<file path="src/rtl/uart_tx.sv">
// Byte-wide async serial transmitter (start, 8 data LSB-first, optional even parity, STOP_BITS stops)
// with a one-byte hold buffer for gapless back-to-back frames. Define UART_TX_PARITY_EN for parity.
module uart_tx #(
  parameter int unsigned STOP_BITS = 1
) (
  input  logic       clk,
  input  logic       reset,
  input  logic       baud_tick,
  input  logic [7:0] in_data,
  input  logic       in_valid,
  output logic       in_ready,
  output logic       tx,
  output logic       busy
);

  localparam int unsigned DW  = 8;
  localparam int unsigned BCW = 3;
  localparam int unsigned SCW = 1;
  localparam logic [BCW-1:0] BIT_LAST  = BCW'(DW - 1);
  localparam logic [SCW-1:0] STOP_LAST = SCW'(STOP_BITS - 1);

  typedef enum logic [2:0] {
    IDLE,
    START,
    DATA,
`ifdef UART_TX_PARITY_EN
    PARITY,
`endif
    STOP
  } state_t;

  state_t         state, state_n;
  logic [DW-1:0]  shifter, shifter_n;
  logic [BCW-1:0] bitcnt, bitcnt_n;
  logic [SCW-1:0] stopcnt, stopcnt_n;
  logic [DW-1:0]  hold_data, hold_data_n;
  logic           hold_valid, hold_valid_n;
  logic           tx_n;
  logic           busy_n;
  logic           load;
`ifdef UART_TX_PARITY_EN
  logic           par, par_n;
`endif

  // State and datapath registers; tx idles high and is forced high by reset.
  always_ff @(posedge clk or posedge reset) begin
    if (reset) begin
      state      <= IDLE;
      shifter    <= '0;
      bitcnt     <= '0;
      stopcnt    <= '0;
      hold_data  <= '0;
      hold_valid <= 1'b0;
      tx         <= 1'b1;
      in_ready   <= 1'b1;
      busy       <= 1'b0;
`ifdef UART_TX_PARITY_EN
      par        <= 1'b0;
`endif
    end else begin
      state      <= state_n;
      shifter    <= shifter_n;
      bitcnt     <= bitcnt_n;
      stopcnt    <= stopcnt_n;
      hold_data  <= hold_data_n;
      hold_valid <= hold_valid_n;
      tx         <= tx_n;
      in_ready   <= !hold_valid_n;
      busy       <= busy_n;
`ifdef UART_TX_PARITY_EN
      par        <= par_n;
`endif
    end
  end

  // Next-state: hold buffer every cycle, frame FSM only on baud ticks.
  always_comb begin
    state_n      = state;
    shifter_n    = shifter;
    bitcnt_n     = bitcnt;
    stopcnt_n    = stopcnt;
    hold_data_n  = hold_data;
    hold_valid_n = hold_valid;
    tx_n         = tx;
    load         = 1'b0;
`ifdef UART_TX_PARITY_EN
    par_n        = par;
`endif

    if (in_valid && !hold_valid) begin
      hold_data_n  = in_data;
      hold_valid_n = 1'b1;
    end

    if (baud_tick) begin
      case (state)
        IDLE: load = hold_valid;
        START: begin
          tx_n      = shifter[0];
          shifter_n = shifter >> 1;
          bitcnt_n  = '0;
          state_n   = DATA;
        end
        DATA: begin
          if (bitcnt != BIT_LAST) begin
            tx_n      = shifter[0];
            shifter_n = shifter >> 1;
            bitcnt_n  = bitcnt + BCW'(1);
          end else begin
`ifdef UART_TX_PARITY_EN
            tx_n    = par;
            state_n = PARITY;
`else
            tx_n      = 1'b1;
            stopcnt_n = '0;
            state_n   = STOP;
`endif
          end
        end
`ifdef UART_TX_PARITY_EN
        PARITY: begin
          tx_n      = 1'b1;
          stopcnt_n = '0;
          state_n   = STOP;
        end
`endif
        STOP: begin
          if (stopcnt != STOP_LAST) begin
            stopcnt_n = stopcnt + SCW'(1);
          end else if (hold_valid) begin
            load = 1'b1;
          end else begin
            state_n = IDLE;
          end
        end
        default: state_n = IDLE;
      endcase
    end

    // Load never coincides with an accept: it needs a full buffer.
    if (load) begin
      shifter_n    = hold_data;
      hold_valid_n = 1'b0;
      tx_n         = 1'b0;
      state_n      = START;
`ifdef UART_TX_PARITY_EN
      par_n        = ^hold_data;
`endif
    end

    busy_n = (state_n != IDLE) || hold_valid_n;
  end

endmodule
</file>
<file path="config.mk">
export PLATFORM = sky130hd
export DESIGN_NAME = uart_tx
export DESIGN_NICKNAME = d
export VERILOG_FILES = /design/src/rtl/uart_tx.sv
export SDC_FILE = /design/constraint.sdc
export NUM_CORES = 1
export LEC_CHECK = 0
export ABC_CLOCK_PERIOD_IN_PS = 3200
export BUFFER_PORTS_ARGS = -buffer_cell sky130_fd_sc_hd__buf_2
export CORE_ASPECT_RATIO = 1.1
export CORE_MARGIN = 2
export CORE_UTILIZATION = 40
export DETAILED_ROUTE_END_ITERATION = 12
export PLACE_DENSITY = 0.67
export SYNTH_ARGS = -nofsm -noshare
export SYNTH_HDL_FRONTEND = slang
export SYNTH_SLANG_ARGS = --single-unit
</file>
<file path="constraint.sdc">
create_clock -name clk -period 3.2 [get_ports clk]
set_input_delay 0.48 -clock clk [delete_from_list [all_inputs] [get_ports clk]]
set_output_delay 0.48 -clock clk [all_outputs]
set_load 0.01 [all_outputs]
</file>
==> flow_summary.ini, run 1 <==
[status]
status = completed

[final_layout]
layout-drive-gt1-share_pct = 27.8
final_cell_mix = 24 x dfrtp_1, 14 x buf_2, 9 x nand2_1, 9 x nor2_1, 8 x mux2i_1
nets = 130
antenna_cells = 0
final_common_cell = dfrtp_1
syn2layout_area_growth_pct = 11.3
fill_cells = 258

[clock_tree]
cts-root-buf = clkbuf_4
post_cts_buffers = 0
post_cts_resized = 0
cts_max_level = 1
cts_hold_buf = 0
cts_buffers = 3
cts.reportedPaths.clkPinSlew_ps = 140
clk_latency_ps = 320
max-clock-path-buffers = 2
tritoncts = yes
cts_sinks = 26

[critical_path]
crit_path_start = bitcnt[0]
required_ps = 3450
r2r_setup_slack_ps = 1380
startpoint_type = flop
worstPathArrival_ps = 2070
critPathCaptureType = flop
regToRegStartpoint = bitcnt[0]
cp_max_fo = 14
crit_type = flop to flop
worstRegToRegCells = 6
r2r-end = shifter[3]

[grt]
grt_pass1_vias = 749
gr-usage-all-layers_pct = 12.1
grt_overflow_total = 0
antenna_found_initial = 0
grt_max_degree = 27
grt_pass1_wl_mm = 3.16

[timing]
tightest_slew_ps = 961
period_minus_slack_ps = 1820
hold-worst-slack_ps = 299
setup_tns_ps = 0
max_clock_freq_mhz = 550
finalCritPeriodShare_pct = 56.8
setup_viol = 0
rsz0062_at_grt = false
hold_viol = 0
fin_skew_ps = 3.51
slew_headroom_pct = 35.8
drv_slew = 0

[min_path]
holdPathEnd = in_ready
worstHoldPathCells = 2
hold_class = input port to flop
hold_start = in_valid

[floorplanning]
pin_count = 15
die_x_um = 55.5
coreArea_um2 = 2780
initial_core_util_pct = 42.1
die_h_um = 60.7
fp-row-count = 20
dieArea_um2 = 3370

[logic_synthesis]
syn_nets = 115
synth_warnings = 0
synth_edf_count = 0
synth_area_um2 = 1170
ys_dominant_reg_cell = dfrtp_1
synth_seq_cells = 26
async_flop_share_pct = 100
seq_area_frac_synth_pct = 55.9
synth_area_per_cell_um2 = 11.6
syn_inst = 101
synth.distinct_cells = 28

[placed_design]
post-dp-hpwl_mm = 1.27
place.gp.congestion = 0.748
port_buffers = 14

[detailed_routing]
first_pass_iters = 4
wl_per_cell_um = 11.9
drtIter0Drc = 10
wirelength_mm = 1.75
via_per_inst = 5.01
vias = 741
drc_errors = 0
ant_nets = 0

[power_and_ir_drop]
power_leakage_uw = 0.000628
powerDensity_nw_per_um2 = 940
vdd_ir_drop_max_mv = 0.534

[run]
maxCapViolCount = 0
[stage by stage]
step	util (%)	area [µm²]	instances	setup slack, ps	power [µW]
4_1_cts	46.8	1300	148	1360	1240
6_report	46.8	1300	148	1380	1220
3_3_place_gp	45.0	1250	144	1370	996
2_1_floorplan	-	1170	101	1520	944
3_5_place_dp	45.0	1250	144	1330	1020
5_1_grt	46.8	1300	148	1250	1330
[area by class of cell]
| cell class | count | area (µm²) | share of cell area [%] |
|---|---|---|---|
| Inverter | 3 | 11.3 | 0.865 |
| Clock inverter | 1 | 30.0 | 2.31 |
| Sequential cell | 26 | 653 | 50.2 |
| Tap cell | 33 | 41.3 | 3.17 |
| Timing Repair Buffer | 14 | 70.1 | 5.38 |
| Clock buffer | 3 | 22.5 | 1.73 |
| Multi-Input combinational cell | 68 | 473 | 36.3 |
[flip-flops by register name, indices dropped and copies added, names as in the netlist]
register,count
state,3
bitcnt,3
tx,1
hold_data,8
hold_valid,1
busy,1
shifter,8
in_ready,1
[where the power goes]
part	internal (µW)	switching [µW]	leakage, µW
clock network	127	96.2	0.0000279
logic	210	203	0.000292
registers	486	101	0.000308
[cell usage after synthesis (all sizes together), types with 3 or more instances]
master	count	share of area [%]
nor2	9	2.9
buf	3	2.4
nor2b	4	2.4
mux2	7	6.7
mux2i	8	6.9
a21oi	7	3.0
dfrtp	24	51
inv	3	0.96
nand2	9	2.9
o21ai	8	4.1
[critical path, stage by stage (launching register included)]
cell and delay [ps]:
dfrtp_1 420, ha_1 210, ha_1 190, nor3b_1 310
o21ai_2 260, mux2i_1 180, a21oi_1 180
[how the worst max path moves through the flow]
| stage | endpoint | slack [ps] | depth (start not counted) |
|---|---|---|---|
| finish | shifter[3] | 1380 | 6 |
| global route | shifter[3] | 1250 | 6 |
| CTS | shifter[3] | 1360 | 6 |
| detailed placement | busy | 1330 | 5 |
| global placement | busy | 1370 | 5 |
| floorplan | busy | 1520 | 6 |
[routing by layer]
metal,up-vias,routed length [µm],track usage [%]
li1,372,-,-
met1,354,819,14.2
met2,13,834,21.6
met3,2,85,4.90
met4,0,14,2.09
met5,-,0,0
[kinds of logic after synthesis]
family | share of synthesized area [%]
mux | 13.6
compound gates | 8.99
simple gates | 14.3
fa+ha+maj | 2.14
flops | 55.9
buf+inv | 3.64
xor+xnor | 1.39
Power figures use the tool's default switching activity.
==> run 2, diff against run 1 <==
- ABC_AREA: unset -> 1
- ABC_CLOCK_PERIOD_IN_PS: 3200 -> 1800
- PLACE_DENSITY: 0.67 -> 0.66
- clock period: 3.2 -> 1.8 ns (I/O delays scaled with it)
==> run 2 against run 1 <==
Net effect:
- clock skew is 5.0 ps higher
- register-to-register slack got worse by 1100 ps
- cell count rose by 31%
- critical endpoint is now shifter[4]
==> flow_summary.ini, run 2 <==
[critical_path]
r2r-end = shifter[4]
worstPathArrival_ps = 1760
regToRegStartpoint = bitcnt[1]
worstRegToRegCells = 7
startpoint_type = flop
r2r_setup_slack_ps = 260
critPathCaptureType = flop
required_ps = 2020
crit_type = flop to flop
cp_max_fo = 15

[final_layout]
nets = 175
final_cell_mix = 40 x nand2_1, 24 x dfrtp_1, 14 x inv_1, 14 x buf_2, 11 x nor2_1
syn2layout_area_growth_pct = 12.0
antenna_cells = 0
final_cell_count_no_fill = 194
final_common_cell = nand2_1
reg_top3 = hold_data x8, shifter x8
fin_area_um2 = 1410
fill_cells = 296
regArea_um2 = 653
layout-drive-gt1-share_pct = 27.5
multi_input_area_um2 = 507

[status]
status = completed

[logic_synthesis]
synth_warnings = 0
synth.area.top_cells = dfrtp_1 48%, nand2_1 12%, o21ai_2 6.3%, dfstp_2 4.2%, inv_1 4.2%
synth_compound_area_share_pct = 10.7
synth-xor-area-share_pct = 0
synth_adder_area_share_pct = 1.99
synth_top_area_share_pct = 47.8
yosysTopAreaCell = dfrtp_1
synth_area_per_cell_um2 = 8.72
seq_area_frac_synth_pct = 52.0
syn_nets = 158
syn_inst = 144
synth_commonest_cells = 40 x nand2_1, 24 x dfrtp_1, 14 x inv_1
synth_edf_count = 0
synth_simple_gate_area_share_pct = 26.8
synth_seq_cells = 26
synthMuxAreaShare_pct = 0.896
synth.distinct_cells = 21
async_flop_share_pct = 100
ys_dominant_reg_cell = dfrtp_1
synth_top_family_by_area = simple AND/OR/NAND/NOR gates
yosysMostFrequentCell = nand2_1
synth_area_um2 = 1260

[placed_design]
place.gp.congestion = 0.883
placed_area_um2 = 1340
post-dp-hpwl_mm = 1.62
port_buffers = 14
dp_cells = 189

[grt]
use_met2_pct = 22.2
grt_pass1_vias = 943
grt_overflow_total = 0
gr-usage-all-layers_pct = 13.7
grt_pass1_wl_mm = 4.00
grt_max_degree = 27
grt-busiest-layer = met2
antenna_found_initial = 0
met3_usage_pct = 2.69
grtUsageMet1_pct = 18.4

[detailed_routing]
wl_per_cell_um = 10.9
first_pass_iters = 4
ant_nets = 0
wirelength_mm = 2.11
vias = 929
drtIter0Drc = 47
via_per_inst = 4.79
drc_errors = 0

[clock_tree]
cts-root-buf = clkbuf_4
post_cts_buffers = 0
cts_hold_buf = 1
max-clock-path-buffers = 2
cts.reportedPaths.clkPinSlew_ps = 140
post_cts_resized = 0
cts_sinks = 26
tritoncts = yes
clk_latency_ps = 310
cts_max_level = 1
cts_buffers = 3

[timing]
tightest_slew_ps = 475
setup_viol = 0
fin_skew_ps = 8.52
max_clock_freq_mhz = 649
finalCritPeriodShare_pct = 85.6
slew_headroom_pct = 68.3
period_minus_slack_ps = 1540
rsz0062_at_grt = false
drv_slew = 0
setup_tns_ps = 0
hold_viol = 0

[min_path]
worstHoldPathCells = 2
hold_class = input port to flop
hold_start = in_data[7]
holdPathEnd = hold_data[7]

[run]
maxCapViolCount = 0

[power_and_ir_drop]
vdd_ir_drop_max_mv = 0.722
report.power.total_uw = 2200
powerDensity_nw_per_um2 = 1560
power_leakage_uw = 0.000753

[floorplanning]
dieArea_um2 = 3610
initial_core_util_pct = 41.6
pin_count = 15
coreArea_um2 = 3020
fp-row-count = 21
die_x_um = 57.4
die_h_um = 62.8
==> run 2: cell count changes in the layout (fill, tap and decap cells not counted), moves of 6 or more <==
cell	previous run	this run
inv_1	3	14
mux2_2	7	1
mux2i_1	8	0
nand2_1	9	40
nand3_1	1	10
o21ai_2	2	9
==> run 2: through the flow <==
stage	hold WS, ps	util [%]	worst slack [ps]
floorplan	309	-	473
global placement	334	44.5	360
detailed placement	341	44.5	262
CTS	185	46.5	249
global route	174	46.5	80.9
finish	190	46.5	260
==> run 2: kinds of logic after synthesis <==
group,after synthesis
AND/OR/NAND/NOR,74
flip-flops,26
buffers and inverters,21
AO/OA/AOI/OAI,20
adder cells (fa/ha/maj),2
multiplexers,1
==> run 2: critical path, stage by stage (launching register included) <==
cell and delay [ps]:
dfrtp_1 390, ha_1 160, ha_1 140, nand4_1 160, nand2_2 290, nand2_2 160, nand2_1 110, nand2_1 60
==> run 2: worst max path at each step <==
stage | endpoint | from | slack [ps]
floorplan | shifter[0] | bitcnt[0] | 470
global placement | shifter[0] | bitcnt[0] | 360
detailed placement | shifter[4] | bitcnt[0] | 260
CTS | shifter[4] | bitcnt[1] | 250
global route | shifter[4] | bitcnt[1] | 80
finish | shifter[4] | bitcnt[1] | 260
==> run 2: final cells by class <==
cell class	count	share of cell area (%)
flip-flops and latches	26	46.4
multi-input cells	97	36.0
repair buffers	16	6.23
inverters	17	4.54
well taps	34	3.02
clock inverters	1	2.14
clock buffers	3	1.60
==> run 2: per-layer routing <==
layer,up-vias,routed length [µm]
met5,-,0
met4,0,31
met2,16,1030
met3,4,71
met1,424,979
li1,485,-
==> run 2: power breakdown <==
part           switching (µW)  leakage, µW  internal (µW)
Combinational             562     0.000413            309
Clock                     164    0.0000279            225
Sequential                113     0.000312            827
